**src/rtl/aes_pkg.sv**
```systemverilog
// Shared AES types, constants and the GF(2^8) doubling helper.
package aes_pkg;

  typedef logic [7:0] aes_byte_t;
  typedef aes_byte_t aes_col_t [4];

  localparam aes_byte_t AES_POLY    = 8'h1B;
  localparam int        STATE_BYTES = 16;
  localparam int        COL_BYTES   = 4;

  // Multiply by x in GF(2^8), reducing by the AES polynomial.
  function automatic aes_byte_t xtime(input aes_byte_t x);
    return {x[6:0], 1'b0} ^ (x[7] ? AES_POLY : 8'h00);
  endfunction

endpackage

```
**src/rtl/aes_mix_column.sv**
```systemverilog
// Combinational MixColumns for one 4-byte column (a0..a3 = rows 0..3).
module aes_mix_column
  import aes_pkg::*;
(
  input  aes_col_t a,
  output aes_col_t b
);

  aes_byte_t a2 [4];
  aes_byte_t a3 [4];

  // Form 2a and 3a per row, then apply the fixed circulant matrix.
  always_comb begin
    for (int i = 0; i < 4; i++) begin
      a2[i] = xtime(a[i]);
      a3[i] = a2[i] ^ a[i];
    end
    b[0] = a2[0] ^ a3[1] ^ a[2]  ^ a[3];
    b[1] = a[0]  ^ a2[1] ^ a3[2] ^ a[3];
    b[2] = a[0]  ^ a[1]  ^ a2[2] ^ a3[3];
    b[3] = a3[0] ^ a[1]  ^ a[2]  ^ a2[3];
  end

endmodule

```
**src/rtl/byte_mix_columns_unit.sv**
```systemverilog
// Byte-serial MixColumns stage: buffers a column, mixes it, drains it byte by byte.
module byte_mix_columns_unit
  import aes_pkg::*;
#(
  parameter bit BYPASS_EN = 1'b1
) (
  input  logic       clk,
  input  logic       rst,
  input  logic       rst_synch,
  input  logic       in_valid,
  input  logic [7:0] in_byte,
  input  logic       bypass,
  output logic       out_valid,
  output logic [7:0] out_byte,
  output logic       out_last
);

  localparam int IDX_W    = $clog2(STATE_BYTES);
  localparam int LAST_COL = (STATE_BYTES / COL_BYTES) - 1;

  // Only rows 0..2 are stored; row 3 arrives on the completing edge.
  aes_byte_t        col_buf_q [3];
  aes_byte_t        col_buf_d [3];
  logic [1:0]       in_cnt_q, in_cnt_d;
  logic [IDX_W-1:0] in_idx_q, in_idx_d;
  logic             byp_q, byp_d;
  aes_col_t         out_sr_q, out_sr_d;
  logic [1:0]       out_cnt_q, out_cnt_d;
  logic             drain_q, drain_d;
  logic [1:0]       col_base_q, col_base_d;

  aes_col_t mix_in;
  aes_col_t mix_out;
  logic     col_done;

  // Column presented to the mixer: three buffered rows plus the live byte.
  always_comb begin
    mix_in[0] = col_buf_q[0];
    mix_in[1] = col_buf_q[1];
    mix_in[2] = col_buf_q[2];
    mix_in[3] = in_byte;
  end

  aes_mix_column u_mix (
    .a (mix_in),
    .b (mix_out)
  );

  assign col_done = in_valid && (in_cnt_q == 2'd3);

  // Next-state: input capture, column load into the drain register, drain stepping.
  always_comb begin
    col_buf_d  = col_buf_q;
    in_cnt_d   = in_cnt_q;
    in_idx_d   = in_idx_q;
    byp_d      = byp_q;
    out_sr_d   = out_sr_q;
    out_cnt_d  = out_cnt_q;
    drain_d    = drain_q;
    col_base_d = col_base_q;

    if (in_valid) begin
      for (int i = 0; i < 3; i++) begin
        if (in_cnt_q == 2'(i)) col_buf_d[i] = in_byte;
      end
      if (in_cnt_q == 2'd0) byp_d = bypass;
      in_cnt_d = in_cnt_q + 2'd1;
      in_idx_d = in_idx_q + 1'b1;
    end

    if (drain_q) begin
      out_cnt_d = out_cnt_q + 2'd1;
      if (out_cnt_q == 2'd3) drain_d = 1'b0;
    end

    // A completing column wins over the final drain step, so no bubble appears.
    if (col_done) begin
      out_sr_d   = (byp_q && BYPASS_EN) ? mix_in : mix_out;
      out_cnt_d  = 2'd0;
      drain_d    = 1'b1;
      col_base_d = in_idx_q[IDX_W-1:2];
    end

    if (rst_synch) begin
      for (int i = 0; i < 3; i++) col_buf_d[i] = '0;
      for (int i = 0; i < 4; i++) out_sr_d[i] = '0;
      in_cnt_d   = '0;
      in_idx_d   = '0;
      byp_d      = 1'b0;
      out_cnt_d  = '0;
      drain_d    = 1'b0;
      col_base_d = '0;
    end
  end

  // State registers with asynchronous active-low clear.
  always_ff @(posedge clk or negedge rst) begin
    if (!rst) begin
      for (int i = 0; i < 3; i++) col_buf_q[i] <= '0;
      for (int i = 0; i < 4; i++) out_sr_q[i] <= '0;
      in_cnt_q   <= '0;
      in_idx_q   <= '0;
      byp_q      <= 1'b0;
      out_cnt_q  <= '0;
      drain_q    <= 1'b0;
      col_base_q <= '0;
    end else begin
      col_buf_q  <= col_buf_d;
      in_cnt_q   <= in_cnt_d;
      in_idx_q   <= in_idx_d;
      byp_q      <= byp_d;
      out_sr_q   <= out_sr_d;
      out_cnt_q  <= out_cnt_d;
      drain_q    <= drain_d;
      col_base_q <= col_base_d;
    end
  end

  assign out_valid = drain_q;
  assign out_byte  = drain_q ? out_sr_q[out_cnt_q] : 8'h00;
  assign out_last  = drain_q && (col_base_q == 2'(LAST_COL)) && (out_cnt_q == 2'd3);

endmodule

```
**config.mk**
```make
export PLATFORM = sky130hd
export DESIGN_NAME = byte_mix_columns_unit
export DESIGN_NICKNAME = d
export VERILOG_FILES = /design/src/rtl/aes_pkg.sv /design/src/rtl/aes_mix_column.sv /design/src/rtl/byte_mix_columns_unit.sv
export SDC_FILE = /design/constraint.sdc
export NUM_CORES = 1
export LEC_CHECK = 0
export BUFFER_PORTS_ARGS = -buffer_cell sky130_fd_sc_hd__buf_2
export CAP_MARGIN = 30
export CORE_MARGIN = 2
export CORE_UTILIZATION = 50
export DETAILED_ROUTE_END_ITERATION = 10
export GPL_TIMING_DRIVEN = 0
export PLACE_DENSITY = 0.81
export SLEW_MARGIN = 20
export SYNTH_ARGS = -nofsm -noshare
export SYNTH_HDL_FRONTEND = slang
export SYNTH_SLANG_ARGS = --single-unit
```
**constraint.sdc**
```tcl
create_clock -name clk -period 1.45 [get_ports clk]
set_input_delay 0.145 -clock clk [delete_from_list [all_inputs] [get_ports clk]]
set_output_delay 0.145 -clock clk [all_outputs]
set_load 0.02 [all_outputs]
```
; ---- Word-level counts from Yosys, hierarchy flattened
; Index checks and enable logic that the tools add are counted.
[totals]
ff_bits = 68
output_inout_bits = 10
elab_cells = 88
[classes]
add_sub_neg = 3
magnitude_cmp = 1
eq_ne = 5
muxes = 32
n_bitwise = 21
n_reduce_logical = 13
[op_table]
columns = op, n
row1 = $xor A8 B8 Y8, 20
row2 = $mux W32, 3
row3 = $mux W24, 2
row4 = $mux W8, 6
row5 = $mux W5, 4
row6 = $bmux W8 S2, 1
row7 = $mux W2, 7
row8 = $reduce_bool A2 Y1, 5
row9 = $eq A2 B2 Y1 const B, 4
row10 = $mux W4, 2
row11 = $mux W1, 7
row12 = $reduce_and A2 Y1, 3
row13 = $add A2 B1 Y2 const B, 2
row14 = $add A4 B1 Y4 const B, 1
row15 = $ge A3 B3 Y1 const B, 1
row16 = $logic_and A1 B1 Y1, 3
row17 = $not A2 Y3, 1
row18 = $reduce_bool A3 Y1, 1
row19 = $eq A2 B1 Y1 const B, 1
row20 = $logic_not A2 Y1, 1

; ---- Logic depth before layout (Yosys ltp)
; Gate-level depths: netlist (run 1).
[logic_depth]
depth_word = 9
mapped_depth = 7
mapped_depth_nobuf = 5

; ---- Modules after synthesis
; From an unflattened synthesis (run 1), not the netlist that was laid out.
[hier_totals]
cells_unflattened = 412
area_unflattened_um2 = 4623.2
[modules_own_cells]
columns = mod, instances, cells_per_inst, area_per_inst_um2, seq_area_each_um2
row1 = byte_mix_columns_unit, 1, 298, 3570.9, 1701.6
row2 = aes_mix_column, 1, 114, 1052.3, 0.0

; ---- Least setup slack after synthesis (run 1)
; OpenSTA, ideal clock, no wires.
[synth_path]
path_kind = flip-flop to flip-flop
startpoint = register in_cnt_q[0]
endpoint = register out_sr_q[15] (netlist bit)
setup_time_ns = 0.124
arrival_time_ns = 1.416
required_ns = 1.326
slack_ns = -0.090
path_stages_with_launch = 8
n_path_buf = 3
cell_sequence = dfrtp_1 > ha_1 > clkbuf_1 > and2_1 > buf_2 > buf_2 > o211ai_1 > a21oi_1
[synth_between]
elab_chain_cells = 3
[synth_rtl]
columns = item, line
row1 = from (decl), byte_mix_columns_unit.sv:24  ; logic [1:0] in_cnt_q, in_cnt_d;
row2 = from (signal assigned), byte_mix_columns_unit.sv:109  ; in_cnt_q <= in_cnt_d;
row3 = $eq A2 B2 Y1, byte_mix_columns_unit.sv:49  ; assign col_done = in_valid && (in_cnt_q == 2'd3);
row4 = $logic_and A1 B1 Y1, byte_mix_columns_unit.sv:49
row5 = $reduce_bool A2 Y1 (no line), --
row6 = to (signal assigned), byte_mix_columns_unit.sv:112  ; out_sr_q <= out_sr_d;
row7 = to (decl), byte_mix_columns_unit.sv:27  ; aes_col_t out_sr_q, out_sr_d;
; Every way passes these cells.
; A chain may end at the register's enable or synchronous reset.

; ---- Worst setup path in the final report (run 1)
[layout_path]
startpoint = register out_cnt_q[0]
endpoint = output port out_byte[5]
[layout_between]
elab_chain_cells = 5
[layout_rtl]
columns = item, line
row1 = from (decl), byte_mix_columns_unit.sv:28  ; logic [1:0] out_cnt_q, out_cnt_d;
row2 = from (signal assigned), byte_mix_columns_unit.sv:113  ; out_cnt_q <= out_cnt_d;
row3 = $not A2 Y3 (not written as such), byte_mix_columns_unit.sv:120  ; assign out_byte = drain_q ? out_sr_q[out_cnt_q] : 8'h00;
row4 = $bmux W8 S2, byte_mix_columns_unit.sv:120
row5 = $mux W8 (not written as such) (2 in a row), byte_mix_columns_unit.sv:120
row6 = $mux W8, byte_mix_columns_unit.sv:120
row7 = to (decl), byte_mix_columns_unit.sv:14  ; output logic [7:0] out_byte,
; Every way passes these cells. The select of a mux whose other input is x is not followed.

==> summary.log, run 1 <==
qor: timing.fin_crit_sh 1.31
qor: run.max-cap-violations 0
qor: setup_path.cp-end-kind output pin
qor: yosys.synth_sequential_area_ratio 0.350
qor: setup_path.critical_path.top_delay_family multiplexers
qor: place.dpl.cell_count 591
qor: setup_path.crit_chain buf_12 > mux4_2 > and2_4 > buf_6
qor: outcome.run_status complete, but fails checks
qor: global_routing.first_global_vias 4,214
qor: place.gp_routability_congestion 0.910
qor: final_layout.final_area 6470 µm²
qor: yosys.synth_cell_type_count 39
qor: power_and_ir_drop.p_clk_frac 0.355
qor: routing.drt.antenna.violating_nets 0
qor: final_layout.nFillCells 598
qor: power_and_ir_drop.p_per_area 856 nW/µm²
qor: setup_path.critical_path_class flip-flop to output pin
qor: floorplan.die-height 103 µm
qor: floorplan.effective_utilization_at_floorplan 0.521
qor: clock_network.cts.htree.levels 3
qor: final_layout.stdcell_count 644
qor: timing.finalSetupViolations 39
qor: timing.finalWorstSetupSlack -446 ps
qor: routing.avgViaCountPerCell 6.72
qor: clock_network.cts_inserted_buffers 9
qor: global_routing.grt_overflow_total 0
qor: timing.slew_viol_final 0
qor: setup_path.path_depth 4
qor: yosys.mappedNetlistNets 468
qor: place.buffer_ports.inserted 12
qor: timing.timing_hold_violations_final 0
qor: hold_path.hold_path_class input pin to flip-flop
qor: global_routing.grt_util_met1 0.388
qor: clock_network.ctsLongestPathBuffers 2
qor: hold_path.hold_path_depth 3
qor: timing.clock-skew-final 17.5 ps
qor: final_layout.multi_input_logic_area 3330 µm²
qor: timing.setup_repair_after_global_routing_missed_its_margin yes
qor: routing.wl_per_cell 26.3 µm
qor: power_and_ir_drop.irDropWorstVdd 0.466 mV
qor: global_routing.globalRouteMet3Util 0.0664
qor: final_layout.finalNetCount 530
qor: final_layout.synthesis_to_finish_area_growth 33.3%
qor: yosys.syn-cell-area 4860 µm²
qor: setup_path.timing.critical_path.from_type flip-flop
qor: clock_network.cts_tree built
qor: routing.vias 4,328
qor: floorplan.io-pin-count 23
qor: timing.post-route-min-period 1900 ps
qor: setup_path.path_buf_inv 2
qor: floorplan.die-area 10,500 µm²
qor: setup_path.reg2reg_depth 4
qor: yosys.postSynthCellCount 449
qor: routing.drt_pass1_iterations 7
qor: setup_path.cpMaxStageDelayCell sky130_fd_sc_hd__mux4_2
qor: routing.first_iter_violations 617
qor: power_and_ir_drop.internal-power 3.91 mW
qor: yosys.synthesis_stage_register_bit_count 68
qor: yosys.synth_warn 0
qor: final_layout.final_cell_mix sky130_fd_sc_hd__dfrtp_1 (60), sky130_fd_sc_hd__a21oi_1 (40), sky130_fd_sc_hd__xnor3_1 (37)
qor: global_routing.grt_first_pass_wirelength 23,600 µm
qor: setup_path.cp.arrival 1750 ps
qor: global_routing.global_route.usage.met2 0.496
qor: global_routing.antenna_violations_before_repair 0
qor: floorplan.placement_rows 35
qor: final_layout.antennaDiodeCount 0
qor: final_layout.drive_above_1_share 0.404
qor: place.hpwlAfterDp 9220 µm
qor: setup_path.crit_path_required_time 1310 ps
qor: routing.drc 0
qor: power_and_ir_drop.p_seq_frac 0.366
qor: setup_path.critical_path_peak_fanout 5
qor: floorplan.die_w 103 µm
qor: setup_path.max_stage_delay 520 ps
qor: place.postPlaceCellArea 5150 µm²
qor: clock_network.cts.sinks 68
qor: power_and_ir_drop.power.static_leakage 2.85 nW
qor: power_and_ir_drop.switching_power 1.63 mW
qor: power_and_ir_drop.power.share.switching 0.295
qor: final_layout.layout.cells.most_common sky130_fd_sc_hd__dfrtp_1
qor: timing.hold_slack 65.8 ps
qor: global_routing.grt_max_degree 36
qor: timing.timing.fmax 527 MHz
qor: timing.worst_slew_pin_slew 866 ps
qor: timing.slew-limit-headroom 0.423
qor: global_routing.grt.total_usage 0.307
qor: final_layout.regArea 1710 µm²
qor: clock_network.cts.reportedPaths.clkPinSlew 90 ps
qor: floorplan.floorplan.core_area 9330 µm²
qor: clock_network.clk_latency 370 ps
qor: global_routing.grt.busiest_layer met2
qor: outcome.violations_in_the_final_reports setup timing
qor: clock_network.clockRootBuffer sky130_fd_sc_hd__clkbuf_8
qor: power_and_ir_drop.combPwrFrac 0.279
qor: routing.wl 17,000 µm
qor: yosys.synth.avg_cell_area 10.8 µm²
routing by layer:
| layer | share of wire | routed length [µm] |
|---|---|---|
| met1 | 0.35 | 5850 |
| met2 | 0.48 | 8190 |
| met4 | 0.065 | 1100 |
| met3 | 0.11 | 1810 |
| met5 | 0 | 0 |
stage by stage:
step | utilization | setup TNS, ps | setup WS (ps) | power [mW]
final | 0.694 | -6500 | -446 | 5.54
after global routing | 0.694 | -7950 | -477 | 5.64
after CTS | 0.646 | -5260 | -460 | 5.24
after detailed placement | 0.552 | -13440 | -322 | 3.18
after global placement | 0.550 | -15800 | -305 | 3.14
after floorplan | - | -87.4 | -8.75 | 2.90
final cells by class:
| class | instances | share of cell area |
|---|---|---|
| clock inverter | 5 | 0.0155 |
| inverter | 3 | 0.00174 |
| clock buffer | 10 | 0.0213 |
| buffer | 50 | 0.0605 |
| timing repair buffer | 60 | 0.0969 |
| sequential | 68 | 0.265 |
| multi-input combinational | 319 | 0.515 |
| tap | 129 | 0.0249 |
final timing paths:
path,start,to,slack [ps]
max,out_cnt_q[0]$_DFFE_PN0P_,out_byte[5],-450
min,bypass,byp_q$_DFFE_PN0P_,70
min reg2reg,col_base_q[1]$_DFFE_PN0P_,col_base_q[1]$_DFFE_PN0P_,530
max in group asynchronous,rst,col_buf_q[3]$_DFFE_PN0P_,610
min in group asynchronous,rst,out_sr_q[0]$_DFFE_PN0P_,270
max reg2reg,col_buf_q[23]$_DFFE_PN0P_,out_sr_q[28]$_DFFE_PN0P_,-210
worst reg2reg max path: cells and delay by family, from the launching register on:
family	cells	cell delay, ps
xor+xnor	2	840
flops	1	420
buf+inv	1	170
compound gates	1	170
state kept, by name (all words and copies together), names as in the netlist:
| register | count |
|---|---|
| in_idx_q | 4 |
| byp_q | 1 |
| in_cnt_q | 2 |
| out_cnt_q | 2 |
| col_base_q | 2 |
| col_buf_q | 24 |
| out_sr_q | 32 |
| out_valid | 1 |
power groups by stage:
stage / logic, mW / registers [mW] / clock network (mW)
after global placement: 1.10 / 2.04 / 0
after global routing: 1.60 / 2.03 / 2.01
after CTS: 1.29 / 2.02 / 1.94
after floorplan: 0.875 / 2.03 / 0
after detailed placement: 1.13 / 2.04 / 0
final: 1.55 / 2.03 / 1.97
Yosys cell counts:
| cell type | number | area (µm²) |
|---|---|---|
| sky130_fd_sc_hd__a21oi_1 | 53 | 265 |
| sky130_fd_sc_hd__xor2_2 | 2 | 32.5 |
| sky130_fd_sc_hd__clkbuf_2 | 2 | 10.0 |
| sky130_fd_sc_hd__nand2b_1 | 1 | 6.26 |
| sky130_fd_sc_hd__buf_6 | 1 | 11.3 |
| sky130_fd_sc_hd__and4b_1 | 5 | 50.1 |
| sky130_fd_sc_hd__mux4_2 | 8 | 180 |
| sky130_fd_sc_hd__nand2_1 | 33 | 124 |
| sky130_fd_sc_hd__inv_1 | 3 | 11.3 |
| sky130_fd_sc_hd__dfrtp_1 | 68 | 1700 |
| sky130_fd_sc_hd__xnor3_2 | 1 | 23.8 |
| sky130_fd_sc_hd__ha_1 | 6 | 75.1 |
| sky130_fd_sc_hd__nand3b_1 | 12 | 90.1 |
| sky130_fd_sc_hd__nor2_1 | 7 | 26.3 |
| sky130_fd_sc_hd__nand4b_1 | 1 | 8.76 |
| sky130_fd_sc_hd__buf_1 | 2 | 7.51 |
| sky130_fd_sc_hd__a32oi_1 | 7 | 61.3 |
| sky130_fd_sc_hd__o21ai_0 | 18 | 90.1 |
| sky130_fd_sc_hd__o21ai_1 | 1 | 5.00 |
| sky130_fd_sc_hd__and2_1 | 9 | 56.3 |
| sky130_fd_sc_hd__buf_4 | 6 | 45.0 |
| sky130_fd_sc_hd__o22ai_1 | 12 | 75.1 |
| sky130_fd_sc_hd__nand2_2 | 1 | 6.26 |
| sky130_fd_sc_hd__nand4_1 | 1 | 6.26 |
| sky130_fd_sc_hd__xor3_4 | 2 | 55.1 |
| sky130_fd_sc_hd__nor3_1 | 2 | 10.0 |
| sky130_fd_sc_hd__a31oi_1 | 12 | 75.1 |
| sky130_fd_sc_hd__xor2_1 | 12 | 105 |
| sky130_fd_sc_hd__o211ai_1 | 1 | 7.51 |
| sky130_fd_sc_hd__mux2i_1 | 3 | 30.0 |
| sky130_fd_sc_hd__and4_1 | 13 | 114 |
| sky130_fd_sc_hd__xor3_1 | 4 | 95.1 |
| sky130_fd_sc_hd__nand3_1 | 25 | 125 |
| sky130_fd_sc_hd__or3_1 | 13 | 81.3 |
| sky130_fd_sc_hd__xnor2_2 | 1 | 16.3 |
| sky130_fd_sc_hd__xnor2_1 | 15 | 131 |
| sky130_fd_sc_hd__clkbuf_1 | 30 | 113 |
| sky130_fd_sc_hd__xnor3_1 | 37 | 833 |
| sky130_fd_sc_hd__buf_2 | 19 | 95.1 |
cells by family (layout without fill, tap and decap cells):
group,count (synthesis),in the layout,share of synthesized area
muxes,11,11,0.0433
adders and majority gates,6,6,0.0155
AOI/OAI and AO/OA,104,104,0.119
xor gates and xnor gates,74,74,0.266
DFF,68,68,0.350
and+or+nand+nor,123,124,0.145
buffers and inverters,63,128,0.0603
what timing repair did:
item	in CTS	in global routing
hold buffers	1	0
cloned	4	1
buffers inserted	27	16
hold endpoints to repair	33	0
pin swaps	29	24
endpoints found under the setup margin	71	71
gates resized for setup	109	87
Note: power is estimated with default switching activity, not from simulation.
==> run 2: changes to the inputs <==
==> constraint.sdc (replaced) <==
create_clock -name clk -period 1.45 [get_ports clk]
set_input_delay 0.29 -clock clk [delete_from_list [all_inputs] [get_ports clk]]
set_output_delay 0.29 -clock clk [all_outputs]
set_load 0.05 [all_outputs]
==> run 2 against run 1 <==
Effect of this change:
- the run still ends with setup timing left
- sequential power about the same
- combinational power decreased by 6%
- maximum frequency decreased by 8.9%
- register-to-register slack improved by 30 ps
- critical path depth unchanged
- clock skew decreased by 11 ps
- non-clock buffer count decreased by 4
- hold slack improved by 140 ps
- cell area decreased by 2.6%
==> summary.log, run 2 (synthesis gave the netlist of run 1 again) <==
qor: timing.timing.fmax 481 MHz
qor: setup_path.rr_endpoint out_sr_q[11]$_DFFE_PN0P_
qor: setup_path.path_buf_inv 2
qor: timing.timing_hold_violations_final 0
qor: power_and_ir_drop.p_per_area 786 nW/µm²
qor: routing.avgViaCountPerCell 6.78
qor: setup_path.cp-endpoint out_byte[4]
qor: floorplan.effective_utilization_at_floorplan 0.521
qor: timing.timing.setup.tns -8320 ps
qor: routing.wl_per_cell 25.7 µm
qor: setup_path.regToRegSetupSlack -180 ps
qor: setup_path.critical_path.startpoint out_cnt_q[0]$_DFFE_PN0P_
qor: setup_path.reg2reg_depth 6
qor: final_layout.drive_above_1_share 0.389
qor: power_and_ir_drop.power.static_leakage 2.83 nW
qor: final_layout.antennaDiodeCount 0
qor: final_layout.layout.cells.most_common sky130_fd_sc_hd__dfrtp_1
qor: timing.finalSetupViolations 43
qor: floorplan.floorplan.core_area 9330 µm²
qor: final_layout.largest_register_ff_count 32
qor: global_routing.grt_overflow_total 0
qor: global_routing.grt_first_pass_wirelength 24,300 µm
qor: floorplan.placement_rows 35
qor: clock_network.cts.reportedPaths.clkPinSlew 80 ps
qor: clock_network.cts.htree.levels 3
qor: setup_path.critical_path_class flip-flop to output pin
qor: timing.setup_repair_after_global_routing_missed_its_margin yes
qor: setup_path.max_stage_delay 490 ps
qor: timing.slew_viol_final 0
qor: timing.worst_slew_pin_slew 773 ps
qor: clock_network.clk_latency 370 ps
qor: routing.wl 16,400 µm
qor: place.detailedPlace.worstSlack -491 ps
qor: setup_path.critical_path_peak_fanout 4
qor: global_routing.antenna_violations_before_repair 0
qor: timing.post-route-min-period 2080 ps
qor: setup_path.crit_path_required_time 1160 ps
qor: clock_network.ctsLongestPathBuffers 2
qor: global_routing.first_global_vias 4,340
qor: clock_network.cts_tree built
qor: timing.slew-limit-headroom 0.485
qor: power_and_ir_drop.irDropWorstVdd 0.501 mV
qor: final_layout.register_with_the_highest_flop_count out_sr_q
qor: final_layout.stdcell_count 640
qor: setup_path.cp-end-kind output pin
qor: routing.first_iter_violations 606
qor: global_routing.grt_max_degree 36
qor: place.dpl.cell_count 591
qor: final_layout.synthesis_to_finish_area_growth 29.8%
qor: run.max-cap-violations 0
qor: timing.fin_crit_sh 1.44
qor: timing.finalWorstSetupSlack -631 ps
qor: place.gp_routability_congestion 0.920
qor: setup_path.regToRegStartpoint in_cnt_q[0]$_DFFE_PN0P_
qor: timing.clock-skew-final 6.31 ps
qor: hold_path.hold_path_class input pin to flip-flop
qor: routing.drt_pass1_iterations 6
qor: place.buffer_ports.inserted 12
qor: setup_path.timing.critical_path.from_type flip-flop
qor: clock_network.cts_inserted_buffers 9
qor: setup_path.cp.arrival 1790 ps
qor: outcome.run_status complete, but fails checks
qor: floorplan.die_w 103 µm
qor: place.hpwlAfterDp 9310 µm
qor: routing.vias 4,342
qor: setup_path.cpMaxStageDelayCell sky130_fd_sc_hd__mux4_2
qor: clock_network.cts.sinks 68
qor: final_layout.final_core_util 0.676
qor: final_layout.reg.largest.list out_sr_q (32), col_buf_q (24), in_idx_q (4)
qor: routing.drc 0
qor: floorplan.io-pin-count 23
qor: setup_path.crit_chain clkbuf_16 > mux4_2 > and2_4 > buf_6
qor: clock_network.clockRootBuffer sky130_fd_sc_hd__clkbuf_8
qor: floorplan.die-area 10,500 µm²
qor: final_layout.finalNetCount 525
qor: floorplan.die-height 103 µm
qor: outcome.violations_in_the_final_reports setup timing
qor: global_routing.grt.total_usage 0.320
qor: setup_path.path_depth 4
qor: setup_path.critical_path.top_delay_family multiplexers
qor: timing.hold_slack 205 ps
qor: routing.drt.antenna.violating_nets 0
qor: final_layout.final_cell_mix sky130_fd_sc_hd__dfrtp_1 (62), sky130_fd_sc_hd__a21oi_1 (41), sky130_fd_sc_hd__xnor3_1 (37)
-- run 2: changes by cell type in the layout (fill, tap and decap cells not counted), sizes merged --
cell      before  now
buf           84   79
bufinv         3    0
clkbuf        35   37
clkinv         2    4
clkinvlp       0    1
or3           14   13
-- run 2: per-stage QoR --
stage | area [µm²] | power, mW
after floorplan | 4910 | 2.90
after global placement | 5130 | 3.14
after detailed placement | 5150 | 3.18
after CTS | 6090 | 4.74
after global routing | 6300 | 5.09
final | 6300 | 4.96
-- run 2: power by group --
group / switching (mW) / internal (mW) / total (mW)
registers: 0.0773 / 1.95 / 2.03
clock network: 0.817 / 0.656 / 1.47
logic: 0.717 / 0.734 / 1.45
total: 1.61 / 3.34 / 4.96
-- run 2: layout make-up --
class | instances | area, µm²
buffer | 52 | 400
clock buffer | 11 | 141
clock inverter | 5 | 27.5
fill | 610 | 3020
inverter | 3 | 11.3
multi-input combinational | 318 | 3290
sequential | 68 | 1710
tap | 129 | 161
timing repair buffer | 54 | 559
-- run 2: how the worst min path moves through the flow --
stage,from,endpoint,slack (ps),cells after the start
floorplan,rst,byp_q$_DFFE_PN0P_,-6,0
detailed placement,rst,out_sr_q[0]$_DFFE_PN0P_,270,1
finish,bypass,byp_q$_DFFE_PN0P_,210,3
global placement,out_sr_q[5]$_DFFE_PN0P_,out_sr_q[5]$_DFFE_PN0P_,510,2
CTS,bypass,byp_q$_DFFE_PN0P_,200,3
global route,bypass,byp_q$_DFFE_PN0P_,220,3
-- run 2: per-layer routing --
layer / vias up / part of all wire / track usage
met5: - / 0 / 0
met4: 0 / 0.066 / 0.175
met3: 123 / 0.10 / 0.0678
met2: 395 / 0.47 / 0.517
met1: 2094 / 0.36 / 0.406
li1: 1730 / - / -
-- run 2: worst reg2reg max path, delay by kind of cell, from the launching register on --
| kind | cells | cell delay, ps |
|---|---|---|
| simple gates | 2 | 440 |
| flops | 1 | 430 |
| buf+inv | 2 | 300 |
| fa+ha+maj | 1 | 230 |
| compound gates | 1 | 150 |
-- run 2: repair_timing --
| item | 4_1_cts | 5_1_grt |
|---|---|---|
| endpoints found under the setup margin | 71 | 63 |
| gates cloned | 5 | 0 |
| buffers inserted | 25 | 10 |
| gates resized for setup | 135 | 47 |
| pin swaps | 22 | 18 |
| hold endpoints to repair | 33 | 0 |
| hold buffers | 1 | 0 |
